<file path="src/rtl/uart_prog_loader.sv">
// UART program loader: 8N1 bytes -> big-endian 32-bit words -> sequential imem writes, CPU held in reset meanwhile.
// Latency: byte ready 2 + DIV/2 + 9*DIV clocks after the start edge; imem_we on the clock after the 4th byte of a word.
// Backpressure: none; rx cannot be stalled, so bytes arriving outside HDR/DATA are simply dropped.
module uart_prog_loader #(
  parameter int CLK_FREQ = 100_000_000,
  parameter int BAUD     = 115_200,
  parameter int ADDR_W   = 6
) (
  input  logic              clk,
  input  logic              reset,
  input  logic              rx,
  input  logic              load_en,
  output logic              imem_we,
  output logic [ADDR_W-1:0] imem_addr,
  output logic [31:0]       imem_wdata,
  output logic              cpu_hold,
  output logic              done,
  output logic              frame_err,
  output logic [ADDR_W:0]   words_written
);

  localparam int DIV   = CLK_FREQ / BAUD;
  localparam int CNT_W = $clog2(DIV + 1);

  typedef logic [CNT_W-1:0] bcnt_t;
  typedef logic [ADDR_W:0]  wcnt_t;

  // Counters run down to zero, so load one less than the interval length.
  localparam bcnt_t HALF_M1   = bcnt_t'(DIV / 2 - 1);
  localparam bcnt_t FULL_M1   = bcnt_t'(DIV - 1);
  localparam wcnt_t MAX_WORDS = wcnt_t'(2 ** ADDR_W);

  typedef enum logic [1:0] {RX_IDLE, RX_START, RX_DATA, RX_STOP} rx_state_t;
  typedef enum logic [2:0] {IDLE, HDR, DATA, WRITE, DONE, ERROR} ld_state_t;

  logic      rx_meta, rx_s;
  rx_state_t rx_state;
  bcnt_t     bit_cnt;
  logic [2:0] bit_idx;
  logic [7:0] rx_shift;
  logic      byte_valid, byte_err;

  ld_state_t  ld_state;
  logic       load_en_q;
  wcnt_t      n_words;
  logic [1:0] byte_idx;
  logic [31:0] asm_word;

  logic        load_rise;
  logic        hdr_clamp;
  wcnt_t       hdr_words;
  logic [31:0] next_word;
  wcnt_t       words_inc;

  assign load_rise = load_en & ~load_en_q;
  // Header 0 and anything beyond the memory depth both mean "fill the whole memory".
  assign hdr_clamp = (rx_shift == 8'd0) || (int'(rx_shift) > 2 ** ADDR_W);
  assign hdr_words = hdr_clamp ? MAX_WORDS : wcnt_t'(rx_shift);
  assign next_word = {asm_word[23:0], rx_shift};
  assign words_inc = words_written + 1'b1;

  // Two-flop synchronizer for the asynchronous rx line; idles high.
  always_ff @(posedge clk or negedge reset) begin
    if (!reset) begin
      rx_meta <= 1'b1;
      rx_s    <= 1'b1;
    end else begin
      rx_meta <= rx;
      rx_s    <= rx_meta;
    end
  end

  // Byte receiver: mid-bit sampling, LSB first, one-cycle valid/err pulse at the stop-bit midpoint.
  always_ff @(posedge clk or negedge reset) begin
    if (!reset) begin
      rx_state   <= RX_IDLE;
      bit_cnt    <= '0;
      bit_idx    <= '0;
      rx_shift   <= '0;
      byte_valid <= 1'b0;
      byte_err   <= 1'b0;
    end else begin
      byte_valid <= 1'b0;
      byte_err   <= 1'b0;
      case (rx_state)
        RX_IDLE: begin
          if (!rx_s) begin
            bit_cnt  <= HALF_M1;
            rx_state <= RX_START;
          end
        end
        RX_START: begin
          if (bit_cnt == '0) begin
            if (!rx_s) begin
              bit_cnt  <= FULL_M1;
              bit_idx  <= '0;
              rx_state <= RX_DATA;
            end else begin
              // Line went back high before mid-start: a glitch, not a frame.
              rx_state <= RX_IDLE;
            end
          end else begin
            bit_cnt <= bit_cnt - 1'b1;
          end
        end
        RX_DATA: begin
          if (bit_cnt == '0) begin
            rx_shift <= {rx_s, rx_shift[7:1]};
            bit_cnt  <= FULL_M1;
            if (bit_idx == 3'd7) rx_state <= RX_STOP;
            else                 bit_idx  <= bit_idx + 1'b1;
          end else begin
            bit_cnt <= bit_cnt - 1'b1;
          end
        end
        RX_STOP: begin
          if (bit_cnt == '0) begin
            // Leaving at mid-stop leaves half a bit of slack for a back-to-back start edge.
            byte_valid <= rx_s;
            byte_err   <= ~rx_s;
            rx_state   <= RX_IDLE;
          end else begin
            bit_cnt <= bit_cnt - 1'b1;
          end
        end
        default: rx_state <= RX_IDLE;
      endcase
    end
  end

  // Loader: header, word assembly, write strobe, hold/done/error status; all outputs registered.
  always_ff @(posedge clk or negedge reset) begin
    if (!reset) begin
      ld_state      <= IDLE;
      // Starts high so a switch left up through reset must be toggled to begin a load.
      load_en_q     <= 1'b1;
      n_words       <= '0;
      byte_idx      <= '0;
      asm_word      <= '0;
      imem_we       <= 1'b0;
      imem_addr     <= '0;
      imem_wdata    <= '0;
      cpu_hold      <= 1'b0;
      done          <= 1'b0;
      frame_err     <= 1'b0;
      words_written <= '0;
    end else begin
      load_en_q <= load_en;
      imem_we   <= 1'b0;
      case (ld_state)
        IDLE: begin
          if (load_rise) begin
            words_written <= '0;
            done          <= 1'b0;
            frame_err     <= 1'b0;
            cpu_hold      <= 1'b1;
            ld_state      <= HDR;
          end
        end
        HDR: begin
          if (!load_en) begin
            cpu_hold <= 1'b0;
            ld_state <= IDLE;
          end else if (byte_err) begin
            frame_err <= 1'b1;
            ld_state  <= ERROR;
          end else if (byte_valid) begin
            n_words  <= hdr_words;
            byte_idx <= '0;
            ld_state <= DATA;
          end
        end
        DATA: begin
          if (!load_en) begin
            cpu_hold <= 1'b0;
            ld_state <= IDLE;
          end else if (byte_err) begin
            frame_err <= 1'b1;
            ld_state  <= ERROR;
          end else if (byte_valid) begin
            asm_word <= next_word;
            if (byte_idx == 2'd3) begin
              // Strobe and data are launched together so they line up with the WRITE cycle.
              imem_we       <= 1'b1;
              imem_addr     <= words_written[ADDR_W-1:0];
              imem_wdata    <= next_word;
              words_written <= words_inc;
              ld_state      <= WRITE;
            end else begin
              byte_idx <= byte_idx + 1'b1;
            end
          end
        end
        WRITE: begin
          byte_idx <= '0;
          if (words_written == n_words) begin
            done     <= 1'b1;
            cpu_hold <= 1'b0;
            ld_state <= DONE;
          end else begin
            ld_state <= DATA;
          end
        end
        DONE: ld_state <= IDLE;
        ERROR: begin
          if (!load_en) begin
            cpu_hold <= 1'b0;
            ld_state <= IDLE;
          end
        end
        default: ld_state <= IDLE;
      endcase
    end
  end

endmodule

</file>
<file path="config.mk">
export PLATFORM = sky130hd
export DESIGN_NAME = uart_prog_loader
export DESIGN_NICKNAME = d
export VERILOG_FILES = /design/src/rtl/uart_prog_loader.sv
export SDC_FILE = /design/constraint.sdc
export NUM_CORES = 1
export LEC_CHECK = 0
export ABC_CLOCK_PERIOD_IN_PS = 2600
export CAP_MARGIN = 20
export CORE_ASPECT_RATIO = 1.4
export CORE_MARGIN = 3
export CORE_UTILIZATION = 30
export CTS_BUF_LIST = sky130_fd_sc_hd__clkbuf_8
export CTS_CLUSTER_DIAMETER = 80
export DETAILED_ROUTE_END_ITERATION = 12
export GPL_TIMING_DRIVEN = 0
export SYNTH_ARGS = -nofsm -noshare
export SYNTH_HDL_FRONTEND = slang
export SYNTH_SLANG_ARGS = --single-unit
export TNS_END_PERCENT = 10
</file>
<file path="constraint.sdc">
create_clock -name clk -period 2.6 [get_ports clk]
set_input_delay 0.52 -clock clk [delete_from_list [all_inputs] [get_ports clk]]
set_output_delay 0.52 -clock clk [all_outputs]
set_load 0.05 [all_outputs]
</file>
# Yosys cells after proc, flatten, opt, wreduce, memory -nomap -nowiden
# Index checks and enable logic that the tools add are counted.
# totals
reg_bits	113
in_bits	4
out_inout_bits	49
# classes
add_sub_neg	4
magnitude_cmp	1
eq_ne	36
mux	63
bitwise_logic	4
reduce_logical	26
# ops
cell	count
2-to-1 mux 10 bit	5
2-to-1 mux 3 bit	14
2-to-1 mux 7 bit	6
inequality test 2 bit (second input constant)	20
case mux 10 bit (4 select lines)	1
2-to-1 mux 2 bit	13
AND reduction 5 bit	4
2-to-1 mux 1 bit	16
AND reduction 4 bit	4
case mux 3 bit (5 select lines)	1
case mux 7 bit (2 select lines)	1
inequality test 4 bit (second input constant)	3
zero test 10 bit	1
subtractor 10 x 1 -> 10 bit (second input constant)	1
> comparator 8 x 7 -> 1 bit (second input constant)	1
zero test 8 bit	1
case mux 2 bit (4 select lines)	1
AND reduction 8 bit	1
nonzero test 2 bit	4
adder 7 x 1 -> 7 bit (second input constant)	1
== test 7 bit	1
== test 2 bit (second input constant)	3
== test 3 x 2 -> 1 bit (second input constant)	2
== test 3 bit (second input constant)	2
21 further kinds	27

# Depth between registers and ports, before layout
# Gate-level depths: netlist (run 1).
# logic_depth
ltp_word	6
ltp_mapped	9
ltp_nobuf	7

# Worst setup path after synthesis (run 1)
# No wires, ideal clock.
# synth_timing
kind	register -> register
from	register bit_cnt[0]
to	register bit_cnt[1]
arrival_ps	2095
t_required_ps	2524
path_slack_ps	429
path_stages_with_launch	8
path_buffers	0
synth_period_minus_slack_ps	2171
cell_sequence	dfrtp_1 inv_1 ha_1 or4b_2 nor3_2 nand2_1 a2111o_1 o21ai_1
# synth_via
elab_chain_cells	3
word_cells_on_any_way	9
cone_classes	add/sub: 1; eq/ne: 2; mux: 4; reduce/logical: 2
# synth_rtl
element	line_no	text
start, declared	38	bcnt_t bit_cnt;
start signal, assigned	103	bit_cnt <= bit_cnt - 1'b1;
start signal, assigned	113	bit_cnt <= bit_cnt - 1'b1;
start signal, assigned	123	bit_cnt <= bit_cnt - 1'b1;
subtractor 10 x 1 -> 10 bit or zero test 10 bit (tied branches)	n/a	
2-to-1 mux 10 bit (tied with other cells)	117	if (bit_cnt == '0) begin
case mux 10 bit (4 select lines) or AND reduction 3 bit (tied branches)	n/a	
# Several ways; a longest one is shown, not always the timed one. The select of a mux whose other input is x is not followed.
# A chain may end at the register's enable or synchronous reset.

# Worst setup path in the final report (run 1)
# layout_timing
from	input port load_en
to	register imem_addr[2]
# layout_via
elab_chain_cells	1
# layout_rtl
element	line_no	text
start, declared	12	input logic load_en,
AND reduction 5 bit (no line)	n/a	
end signal, assigned	185	imem_addr <= words_written[ADDR_W-1:0];
end, declared	14	output logic [ADDR_W-1:0] imem_addr,
# No other way between the ends.

==> flow_summary.ini, run 1 <==
[sta]
max_slew.worst_pin.slew_ns = 0.674
fin_tns_setup_ns = 0
layout_setup_ws_ns = 0.117
rsz0062_at_grt = false
clock.fmax_ghz = 0.403
hold_viol_final = 0
max-slew-margin-rel_pct = 54.9
skew_ns = 0.00912
min_period_ns = 2.48
fin_crit_sh_pct = 95.5
drv_slew = 0
holdWs_ns = 0.0756
setup_viol = 0

[pwr]
p_leak_nw = 3.06
ir_drop_mv = 0.233
power_density_mw_per_mm2 = 628
power_mw = 3.96

[setup_path]
end_kind = flip-flop
crit_arrival_ns = 2.79
critPathSlowestCell = clkdlybuf4s50_1
r2r-start = ld_state[2]
reg2regPathDepth = 8
path_max_fanout = 10
r2r_setup_slack_ns = 0.18
worstSetupStartpointType = primary input
cp.required_ns = 2.91
crit_type = primary input to flip-flop
timing.rr.end = imem_addr[2]
critPathBufInv = 5
crit_chain = clkdlybuf4s50_1 > buf_2 > nor2b_2 > nand4_2 > or2_2 > clkbuf_1 > buf_2 > buf_6 > nand2_1 > nand2_1
cp_slowest_stage_delay_ns = 0.48
crit_family = buffers and inverters

[placement]
placed_cell_area_mm2 = 0.00584
dp.cells = 749
post-place-ws_ns = -0.435
port_buffers = 52
dp.final_hpwl_um = 7820
place.gp.congestion = 0.799

[finish]
layout.nets = 584
stdcell_count = 781
layout-drive-gt1-share_pct = 15.3
fin_area_mm2 = 0.00630
antenna_cells = 0
final_util_pct = 38.6
syn_to_final_growth_pct = 25.0
nFillCells = 1607

[cts]
cts_setup_buffers = 0
cts_resized = 0
cts_inserted_buffers = 17
numClockSinks = 113
cts_buffer_depth = 2
cts_tree = built
h-tree-depth = 4
path_clk_slew_ns = 0.07
holdBufCountCts = 0
insertion_delay_ns = 0.42
cts-root-buf = clkbuf_8

[routing]
top_layer = met4
dr.pass1.iters = 4
wl_met1_um = 4790
routed-wl-met3_um = 470
first_iter_violations = 156
ant_nets = 0
drc = 0
routed_wl_um = 11000
vias = 3748
routed-wl-met2_um = 5530
vias_per_cell = 4.80
post_drt_wl_per_cell_um = 14.0

[floorplan]
die_w_um = 116
die-area_mm2 = 0.0184
rows = 55
coreArea_mm2 = 0.0163
die_h_um = 159
initial_utilization_pct = 30.9
io_pins = 53

[grt]
grt_pass1_vias = 3840
grt_usage_pct = 12.5
antenna_found_initial = 0
grt_start_max_net_pins = 74
grt_overflow = 0
grt_pass1_wl_um = 18500

[outcome]
outcome = completed

[synth]
synth_top_area_cell = dfrtp_1
yosys_warnings = 0
syn_area_mm2 = 0.00504
synth_top_area_share_pct = 54.6
ys_types = 58
synth_edf_count = 0
syn-num-nets = 512
synth-main-ff-cell = dfrtp_1
synthTopCellsByArea = dfrtp_1 (55%), nand2_1 (11%), mux2_2 (7.4%)
postSynthAreaPerCell_um2 = 10.1
synthArstFlopShare_pct = 100
netlist_instances = 497
ys_ff_latch = 113
ys_seq_area_share_pct = 56.2

[hold_path]
hold_path_class = primary input to async pin

[flow_run]
cap_violations = 0
==> where the power goes <==
part	internal, mW	switching (mW)	total, mW
combinational	0.0912	0.200	0.291
clock	1.13	0.731	1.86
sequential	1.79	0.0209	1.81
total	3.00	0.952	3.96
==> state kept, by name, summed over array words and instances (netlist names), named ones only <==
register	cells
imem_we	1
done	1
ld_state	3
frame_err	1
imem_wdata	32
cpu_hold	1
load_en_q	1
rx_shift	8
rx_state	1
byte_err	1
bit_idx	3
byte_valid	1
asm_word	24
bit_cnt	10
words_written	7
rx_meta	1
byte_idx	2
imem_addr	6
rx_s	1
n_words	7
==> worst max path at each step <==
stage / startpoint / end / slack, ns / depth (start not counted)
6_report: load_en / imem_addr[2] / 0.12 / 10
5_1_grt: ld_state[2] / imem_wdata[30] / 0.02 / 8
4_1_cts: load_en / imem_addr[2] / 0.005 / 10
3_5_place_dp: load_en / imem_addr[2] / -0.43 / 10
3_3_place_gp: reset / frame_err / -3.26 / 1
2_1_floorplan: load_en / imem_addr[0] / 0.43 / 9
==> final cells by class <==
| cell class | instances | area, µm² | share of cell area, % |
|---|---|---|---|
| tap | 199 | 249 | 3.95 |
| multi-input combinational | 348 | 2070 | 32.8 |
| timing repair buffer | 53 | 546 | 8.66 |
| clock inverter | 12 | 181 | 2.88 |
| sequential | 113 | 2830 | 44.9 |
| clock buffer | 20 | 275 | 4.37 |
| buffer | 22 | 98.8 | 1.57 |
| inverter | 14 | 52.6 | 0.834 |
==> cell families (layout without fill, tap and decap cells) <==
logic type / Yosys count / in the layout / synth area share, %
simple gates: 223 / 223 / 19.4
xor+xnor: 13 / 13 / 2.26
fa+ha+maj: 11 / 11 / 2.73
flops: 113 / 113 / 56.2
buf+inv: 36 / 121 / 3.00
compound gates: 67 / 67 / 8.89
mux: 34 / 34 / 7.57
==> placed cells by master (no fill, tap or decap), drive strengths merged, types with 11 or more instances in the layout <==
| master | count |
|---|---|
| dfrtp | 110 |
| nor2 | 25 |
| mux2 | 33 |
| ha | 11 |
| o21ai | 27 |
| inv | 16 |
| clkdlybuf4s50 | 51 |
| clkbuf | 32 |
| buf | 12 |
| nand2 | 148 |
==> worst register-to-register path: stages (launching register included) <==
cell and delay [ns]:
dfrtp_1 0.47, nor2_1 0.48, nand4_2 0.34, or2_2 0.39
clkbuf_1 0.14, buf_2 0.21, buf_6 0.17, nand2_1 0.06
nand2_1 0.06
==> cells in the mapped netlist (3+ instances only) <==
cell	number
nor2b_1	3
clkbuf_1	12
dfrtp_1	110
a31oi_1	4
buf_2	7
nand3_1	8
nor4_1	4
nor3b_1	3
nand2b_1	3
mux2_2	33
o21ai_0	25
inv_1	13
a21oi_1	8
nor2_1	25
xor2_1	7
dfstp_2	3
xnor2_1	6
and3_1	3
nand2_1	148
nor3_1	9
ha_1	11
nand4_1	4
==> layer usage <==
layer | track usage [%] | vias up
li1 | - | 1842
met3 | 3.80 | 13
met4 | 4.59 | 0
met1 | 15.4 | 1827
met5 | 0 | -
met2 | 20.6 | 66
Power figures use the tool's default switching activity.
==> run 2: changes to the inputs <==
CTS_CLUSTER_SIZE = 25   (was default)
==> results of run 2 <==
Same layout as run 1: the final DEF is identical, and so are final timing and power.
==> run 3: changes to the inputs <==
CORE_ASPECT_RATIO = default   (was 1.4)
CORE_MARGIN = 4   (was 3)
==> run 3 against run 2 <==
Against the previous run: flip-flop and latch count stayed put; die area increased by 2.8%; critical path type is now flip-flop to flip-flop; critical path depth down 4; final area is essentially flat; sequential power about the same; worst hold slack better by 0.024 ns; cell count increased by 2.7%; global-route usage is 0.26 points higher.
==> flow_summary.ini, run 3 (synthesized netlist as in run 1, its figures left out) <==
[finish]
syn_to_final_growth_pct = 25.1
final_cell_mix = nand2_1 (148), dfrtp_1 (110), clkdlybuf4s50_1 (51)
antenna_cells = 0
layout.nets = 584
largestRegisters = imem_wdata (32), asm_word (24), bit_cnt (10)
final_util_pct = 38.2
final_common_cell = nand2_1
stdcell_count = 802
top_register = imem_wdata
largest_reg_flops = 32
layout-drive-gt1-share_pct = 15.5

[cts]
cts_inserted_buffers = 17
insertion_delay_ns = 0.45
cts_tree = built
cts-root-buf = clkbuf_8
cts_buffer_depth = 2
h-tree-depth = 4
path_clk_slew_ns = 0.07
cts_setup_buffers = 0
numClockSinks = 113

[routing]
dr.pass1.iters = 4
routed_wl_um = 11100
vias_per_cell = 4.70
drc = 0
ant_nets = 0
first_iter_violations = 341
post_drt_wl_per_cell_um = 13.9
vias = 3773

[setup_path]
crit_chain = inv_1 > ha_1 > or4b_2 > nor3_4 > nand2_1 > mux2_2
crit_type = flip-flop to flip-flop
worstSetupStartpointType = flip-flop
cp_slowest_stage_delay_ns = 0.65
cp.required_ns = 2.93
path_max_fanout = 8
end_kind = flip-flop
critPathSlowestCell = or4b_2
crit_arrival_ns = 2.76

[sta]
max_slew.worst_pin.slew_ns = 0.649
setup_viol = 0
min_period_ns = 2.44
clock.fmax_ghz = 0.410
rsz0062_at_grt = true
hold_viol_final = 0
drv_slew = 0
fin_crit_sh_pct = 93.7
skew_ns = 0.0106
max-slew-margin-rel_pct = 56.8

[placement]
dp.cells = 770
dp.final_hpwl_um = 7920
port_buffers = 52
place.gp.congestion = 0.850

[floorplan]
coreArea_mm2 = 0.0165
initial_utilization_pct = 30.5
die-area_mm2 = 0.0189
io_pins = 53
rows = 47
die_w_um = 138
die_h_um = 138

[grt]
grt_start_max_net_pins = 66
grt_overflow = 0
grt_pass1_wl_um = 19200
grt_usage_pct = 12.8
antenna_found_initial = 0
grt_pass1_vias = 3987

[pwr]
ir_drop_mv = 0.334
p_leak_nw = 3.05
power_density_mw_per_mm2 = 614

[outcome]
outcome = completed

[hold_path]
hold_path_class = primary input to async pin

[flow_run]
cap_violations = 0
-- run 3: changes by cell type in the layout (fill, tap and decap cells not counted), sizes merged --
cell / before / now
inv: 16 / 18
bufinv: 4 / 3
clkbuf: 32 / 30
clkinv: 3 / 4
-- run 3: through the flow --
stage / hold WS, ns / cell area (µm²) / TNS [ns] / worst slack (ns) / power [mW]
after floorplan: 0.224 / 5040 / 0 / 0.429 / 2.02
after global placement: 0.346 / 5840 / -382.36 / -3.27 / 2.12
after detailed placement: 0.350 / 5860 / -20.42 / -0.480 / 2.13
after CTS: 0.0937 / 6290 / 0 / 0.00555 / 3.92
after global routing: 0.130 / 6310 / -0.0000797 / -0.0000797 / 4.04
final: 0.0995 / 6310 / 0 / 0.163 / 3.87
-- run 3: repair_timing --
| action | 4_1_cts | 5_1_grt |
|---|---|---|
| hold buffers | 0 | 0 |
| gates resized for setup | 0 | 3 |
| setup endpoints to repair | 0 | 48 |
-- run 3: final cells by class --
| class | instances | area, µm² |
|---|---|---|
| timing repair buffer | 53 | 546 |
| sequential | 113 | 2830 |
| clock inverter | 14 | 179 |
| multi-input combinational | 348 | 2080 |
| fill | 1590 | 10200 |
| buffer | 22 | 98.8 |
| clock buffer | 18 | 248 |
| tap | 220 | 275 |
| inverter | 14 | 52.6 |
-- run 3: report_power, final --
| part | internal, mW | leakage [nW] | total, mW | switching (mW) |
|---|---|---|---|---|
| Sequential | 1.79 | 1.54 | 1.81 | 0.0226 |
| Combinational | 0.0913 | 1.30 | 0.291 | 0.200 |
| Clock | 0.986 | 0.207 | 1.77 | 0.787 |
| Total | 2.86 | 3.05 | 3.87 | 1.01 |
-- run 3: worst paths after layout --
path                       startpoint             end  slack [ns]  cells past startpoint
max in group asynchronous       reset       load_en_q        1.72                      2
setup reg to reg           bit_cnt[0]     rx_shift[6]        0.16                      6
setup / recovery           bit_cnt[0]     rx_shift[6]        0.16                      6
hold / removal                  reset  imem_wdata[25]         0.1                      1
min in group clk              rx_meta            rx_s        0.36                      0
hold reg to reg               rx_meta            rx_s        0.36                      0
-- run 3: routing by layer --
metal  wire length [µm]  global-route usage [%]
met2               5230                    20.7
met5                  0                       0
met1               5250                    16.0
met4                145                    4.32
met3                509                    4.38
-- run 3: critical path: cells and delay by family, from the launching register on --
kind,cells,cell delay (ns)
fa+ha+maj,1,0.22
mux,1,0.36
flops,1,0.43
buf+inv,1,0.12
simple gates,3,1.17
